## src/rtl/tooth_period_capture.sv

```systemverilog
// Tooth period capture: measures clocks between tooth edges, finds the missing-tooth gap and tracks tooth index.
// Optional err_cnt output enabled by defining TOOTH_CAP_ERR_CNT_EN.
module tooth_period_capture #(
    parameter int WIDTH       = 24,
    parameter int TOOTH_WIDTH = 8,
    parameter int TOOTH_TOTAL = 58
) (
    input  logic                   clk,
    input  logic                   rst,
    input  logic                   ena,
    input  logic                   cap_edge,
    output logic [WIDTH-1:0]       period_cur,
    output logic [WIDTH-1:0]       period_prev,
    output logic                   period_valid,
    output logic                   gap_det,
    output logic [TOOTH_WIDTH-1:0] tooth_cnt,
    output logic                   sync,
    output logic                   sync_err,
`ifdef TOOTH_CAP_ERR_CNT_EN
    output logic [7:0]             err_cnt,
`endif
    output logic                   ovf
);

    typedef enum logic [1:0] {IDLE, MEASURE, SEARCH, LOCKED} state_t;

    state_t                 state, state_nxt;
    logic [WIDTH-1:0]       cnt, cnt_nxt, cnt_inc;
    logic [WIDTH-1:0]       cur_nxt, prev_nxt;
    logic [TOOTH_WIDTH-1:0] tooth_nxt;
    logic                   valid_nxt, gap_nxt, err_nxt, ovf_nxt;
    logic                   sat, gap_cond, expected;

    assign cnt_inc  = cnt + WIDTH'(1);
    assign sat      = (cnt_inc == {WIDTH{1'b1}});
    // Widened by one bit so old + old/2 cannot wrap for large periods.
    assign gap_cond = {1'b0, cnt_inc} > ({1'b0, period_cur} + {2'b00, period_cur[WIDTH-1:1]});
    assign expected = (tooth_cnt == TOOTH_WIDTH'(TOOTH_TOTAL - 1));

    // NOTE: every always_comb output gets a default first so no path can infer a latch.
    always_comb begin
        state_nxt = state;
        cnt_nxt   = cnt;
        cur_nxt   = period_cur;
        prev_nxt  = period_prev;
        tooth_nxt = tooth_cnt;
        valid_nxt = 1'b0;
        gap_nxt   = 1'b0;
        err_nxt   = 1'b0;
        ovf_nxt   = 1'b0;
        if (ena) begin
            if (state != IDLE) cnt_nxt = cnt_inc;
            if (cap_edge) begin
                cnt_nxt = '0;
                if (state != IDLE) begin
                    prev_nxt  = period_cur;
                    cur_nxt   = cnt_inc;
                    valid_nxt = 1'b1;
                end
                case (state)
                    IDLE:    state_nxt = MEASURE;
                    MEASURE: state_nxt = SEARCH;
                    SEARCH: begin
                        if (gap_cond) begin
                            gap_nxt   = 1'b1;
                            tooth_nxt = '0;
                            state_nxt = LOCKED;
                        end
                    end
                    LOCKED: begin
                        gap_nxt = gap_cond;
                        if (gap_cond && expected) begin
                            tooth_nxt = '0;
                        end else if (!gap_cond && !expected) begin
                            tooth_nxt = tooth_cnt + TOOTH_WIDTH'(1);
                        end else begin
                            err_nxt   = 1'b1;
                            tooth_nxt = '0;
                            state_nxt = SEARCH;
                        end
                    end
                    default: state_nxt = IDLE;
                endcase
            end else if (state != IDLE && sat) begin
                // Period too long to represent: drop back and wait for a fresh edge.
                ovf_nxt   = 1'b1;
                err_nxt   = (state == LOCKED);
                tooth_nxt = '0;
                cnt_nxt   = '0;
                state_nxt = IDLE;
            end
        end
    end

    // NOTE: sequential state uses non-blocking assignments so all registers update together.
    always_ff @(posedge clk) begin
        if (rst) begin
            state        <= IDLE;
            cnt          <= '0;
            period_cur   <= '0;
            period_prev  <= '0;
            tooth_cnt    <= '0;
            period_valid <= 1'b0;
            gap_det      <= 1'b0;
            sync         <= 1'b0;
            sync_err     <= 1'b0;
            ovf          <= 1'b0;
        end else begin
            state        <= state_nxt;
            cnt          <= cnt_nxt;
            period_cur   <= cur_nxt;
            period_prev  <= prev_nxt;
            tooth_cnt    <= tooth_nxt;
            period_valid <= valid_nxt;
            gap_det      <= gap_nxt;
            sync         <= (state_nxt == LOCKED);
            sync_err     <= err_nxt;
            ovf          <= ovf_nxt;
        end
    end

`ifdef TOOTH_CAP_ERR_CNT_EN
    always_ff @(posedge clk) begin
        if (rst) begin
            err_cnt <= '0;
        end else if ((err_nxt || ovf_nxt) && err_cnt != 8'hFF) begin
            err_cnt <= err_cnt + 8'd1;
        end
    end
`endif

endmodule

```

## config.mk

```make
export PLATFORM = sky130hd
export DESIGN_NAME = tooth_period_capture
export DESIGN_NICKNAME = d
export VERILOG_FILES = /design/src/rtl/tooth_period_capture.sv
export SDC_FILE = /design/constraint.sdc
export NUM_CORES = 1
export LEC_CHECK = 0
export ABC_AREA = 1
export BUFFER_PORTS_ARGS = -buffer_cell sky130_fd_sc_hd__buf_2
export CAP_MARGIN = 20
export CORE_AREA = 2 2 163 165
export CTS_BUF_LIST = sky130_fd_sc_hd__clkbuf_8
export DETAILED_ROUTE_END_ITERATION = 6
export DIE_AREA = 0 0 165 167
export GPL_ROUTABILITY_DRIVEN = 0
export PLACE_DENSITY = 0.5
export SLEW_MARGIN = 20
export SYNTH_ARGS = -nofsm -noshare
export SYNTH_HDL_FRONTEND = slang
export SYNTH_SLANG_ARGS = --single-unit
export TNS_END_PERCENT = 30
```

## constraint.sdc

```tcl
create_clock -name clk -period 3.55 [get_ports clk]
set_clock_uncertainty 0.1 [all_clocks]
set_input_delay 0.71 -clock clk [delete_from_list [all_inputs] [get_ports clk]]
set_output_delay 0.71 -clock clk [all_outputs]
set_load 0.05 [all_outputs]
```

==> results.py <==
metrics = {
    "die": {
        "rows": 59,
        "die_y_um": 167,
        "start_util_pct": 23.8,
        "core_um2": 25800,
        "dieArea_um2": 27600,
        "pin_count": 65,
        "die_w_um": 165,
    },
    "timing": {
        "final-hold-violation-count": 0,
        "slew_headroom_pct": 48.7,
        "slew_viol_final": 0,
        "timing.fmax_ghz": 0.266,
        "finalSetupViolCount": 10,
        "timing.final.crit_share_pct": 106,
        "rsz0062_at_grt": "yes",
        "fin_ws_ns": -0.208,
        "finalSetupTns_ns": -1.29,
        "post-route-min-period_ns": 3.76,
        "tightest_slew_ns": 0.769,
    },
    "power_and_ir_drop": {
        "swShare_pct": 35.1,
        "pwr-share-comb_pct": 24.3,
        "internal_power_uw": 1450,
        "switchingPower_uw": 786,
        "p_per_area_nw_per_um2": 267,
        "p_clk_share_pct": 29.7,
        "seqPwrFrac_pct": 46.0,
        "ir_drop_v": 0.000152,
        "power_leakage_uw": 0.00387,
    },
    "clock_network": {
        "ctsRootBufferMaster": "clkbuf_8",
        "clock_latency_ns": 0.39,
        "cts_sinks": 87,
        "cts_buffers": 9,
        "htree_levels": 3,
        "cts_hold_repair.buffers": 0,
        "cts_buffer_depth": 2,
        "cts_tree": "done",
        "path_clk_slew_ns": 0.10,
    },
    "grt": {
        "grt_pass1_vias": 6304,
        "overflow": 0,
        "antenna_found_initial": 0,
        "grt_max_degree": 65,
        "grt_pass1_wl_um": 33000,
        "track_usage_pct": 15.2,
    },
    "setup_path": {
        "worstPathRequired_ns": 3.78,
        "reg2reg_slack_ns": -0.21,
        "r2r-start": "period_cur[1]",
        "worstPathMaxFanout": 4,
        "reg2reg_depth": 24,
        "crit_arrival_ns": 3.99,
        "crit_path_end_kind": "flop",
        "path_class": "flop to flop",
        "critPathLaunchType": "flop",
        "r2r-end": "tooth_cnt[1]",
    },
    "synthesis": {
        "ys_types": 37,
        "avgSynthCellArea_um2": 6.50,
        "syn_area_um2": 6120,
        "ys_ff_latch": 87,
        "synth_warnings": 0,
        "synth_seq_area_share_pct": 28.5,
        "synth_nets": 1002,
        "syn_inst": 942,
    },
    "placed_design": {
        "dp_hpwl_um": 15800,
        "place_inst": 1435,
        "port_buffers": 64,
    },
    "worst_hold_path": {
        "holdPathStages": 2,
        "min_to": "cnt[23]",
        "min_from": "cnt[23]",
        "hp-class": "flop to flop",
    },
    "run_status": {
        "status": "finished, violations left",
        "violations": "negative setup slack",
    },
    "finish": {
        "syn2layout_area_growth_pct": 37.0,
        "layout-drive-gt1-share_pct": 29.3,
        "antenna_cells": 0,
        "fin_cells": 1459,
        "finalCoreUtilization_pct": 32.6,
        "nets": 1179,
        "fill_cells": 2806,
    },
    "drt": {
        "routed_wl_um": 20400,
        "drt_iter0_drc": 294,
        "routedWlPerCell_um": 14.0,
        "routed-via-count": 6618,
        "drcViolationCount": 0,
        "first_pass_iters": 5,
        "viasPerCell": 4.54,
        "ant_nets": 0,
    },
    "job": {
        "max-cap-violations": 0,
    },
}
==> final cells by class <==
type,count,area [um2],area share [%]
multi-input combinational,714,4260,50.7
sequential,87,1810,21.6
timing repair buffer,195,1310,15.6
inverter,112,420,5.01
tap,335,419,5.00
clock buffer,9,124,1.48
clock inverter,7,46.3,0.552
==> synth_stat cells, drive strengths merged <==
library cell / instances / area [um2]
a211oi: 1 / 7.51
a21o: 1 / 7.51
a21oi: 90 / 450
a31o: 1 / 8.76
a31oi: 2 / 12.5
buf: 5 / 31.3
clkbuf: 24 / 90.1
clkinv: 1 / 3.75
dfxtp: 87 / 1740
fa: 1 / 20.0
ha: 55 / 688
inv: 111 / 417
nand2: 237 / 920
nand3: 40 / 230
nand3b: 2 / 15.0
nand4: 41 / 257
nor2: 139 / 572
nor3: 5 / 25.0
nor4: 3 / 18.8
o211ai: 2 / 15.0
o21a: 1 / 7.51
o21ai: 62 / 310
o21bai: 3 / 22.5
o221a: 1 / 11.3
o221ai: 1 / 8.76
or2: 2 / 12.5
xnor2: 18 / 165
xor2: 6 / 52.6
==> worst max path at each step <==
stage                         from      endpoint  slack [ns]  cells past startpoint
floorplan            period_cur[1]  tooth_cnt[1]       -0.06                     24
global placement     period_cur[6]  tooth_cnt[1]       -0.39                     29
detailed placement   period_cur[6]  tooth_cnt[1]       -0.44                     29
CTS                  period_cur[1]  tooth_cnt[1]       -0.23                     24
global route        period_cur[12]  tooth_cnt[1]       -0.45                     30
finish               period_cur[1]  tooth_cnt[1]       -0.21                     24
==> cells in the final DEF (no fill, tap or decap), drive strengths merged, types with 5 or more instances in the layout <==
master | Yosys | final
inv | 111 | 113
xnor2 | 18 | 18
clkinv | 1 | 6
nand4 | 41 | 41
nor2 | 139 | 139
nor3 | 5 | 5
dfxtp | 87 | 87
xor2 | 6 | 6
clkbuf | 24 | 9
a21oi | 90 | 90
nand3 | 40 | 40
nand2 | 237 | 237
o21ai | 62 | 62
buf | 5 | 195
ha | 55 | 55
==> state kept, by name, summed over array words and instances, names as in the netlist <==
name and flops:
period_prev 24, cnt 24, period_valid 1, state 2
sync_err 1, ovf 1, sync 1, period_cur 24
tooth_cnt 8, gap_det 1
==> worst max-delay path: stages, from the launching register on <==
cell and delay, ns:
dfxtp_4 0.38, ha_4 0.16, fa_2 0.35, nand3_2 0.07
nand2_2 0.08, a31o_4 0.26, a21oi_4 0.17, o21ai_2 0.07
nand2_1 0.05, nand2_1 0.05, xnor2_1 0.12, ha_1 0.31
a21oi_1 0.14, o21ai_1 0.08, a211oi_1 0.19, nand2_1 0.09
nand2_2 0.11, inv_2 0.06, ha_4 0.16, inv_2 0.04
nand4_1 0.15, or2_4 0.27, nand4_1 0.09, nand2_1 0.06
nor2_1 0.07
==> cell families (layout without fill, tap and decap cells) <==
family / Yosys count / after routing / synth area share [%]
adders and majority gates: 56 / 56 / 11.6
and+or+nand+nor: 469 / 469 / 33.5
AOI/OAI and AO/OA: 165 / 165 / 14.1
buffers and inverters: 141 / 323 / 8.85
xor gates and xnor gates: 24 / 24 / 3.56
DFF: 87 / 87 / 28.5
==> power groups by stage <==
stage,sequential [uW],combinational (uW),clock [uW]
after global routing,1040,599,734
after floorplan,1150,233,0
after global placement,1050,511,0
after CTS,1030,525,695
after detailed placement,1050,512,0
final,1030,545,664
==> through the flow <==
step / total power, uW / area, um2 / hold WS [ns] / setup slack (ns)
global route: 2370 / 8390 / 0.435 / -0.454
detailed placement: 1560 / 7910 / 0.379 / -0.441
floorplan: 1380 / 6350 / 0.359 / -0.0633
CTS: 2250 / 8190 / 0.395 / -0.232
global placement: 1560 / 7910 / 0.372 / -0.395
finish: 2240 / 8390 / 0.399 / -0.208
==> metal layers <==
metal,up-vias,routed length [um],global-route usage [%],part of all wire [%]
li1,3427,-,-,-
met1,3064,9660,20.6,47
met2,108,9820,25.3,48
met3,19,606,2.09,3.0
met4,0,339,3.93,1.7
met5,-,0,0,0
==> timing repair <==
action / in CTS / in global routing
endpoints found under the setup margin: 11 / 12
pin swaps: 6 / 20
endpoints found under the hold margin: 0 / 0
resized for setup: 18 / 40
buffers inserted: 3 / 5
No activity file was read; power rests on OpenSTA's default activity.
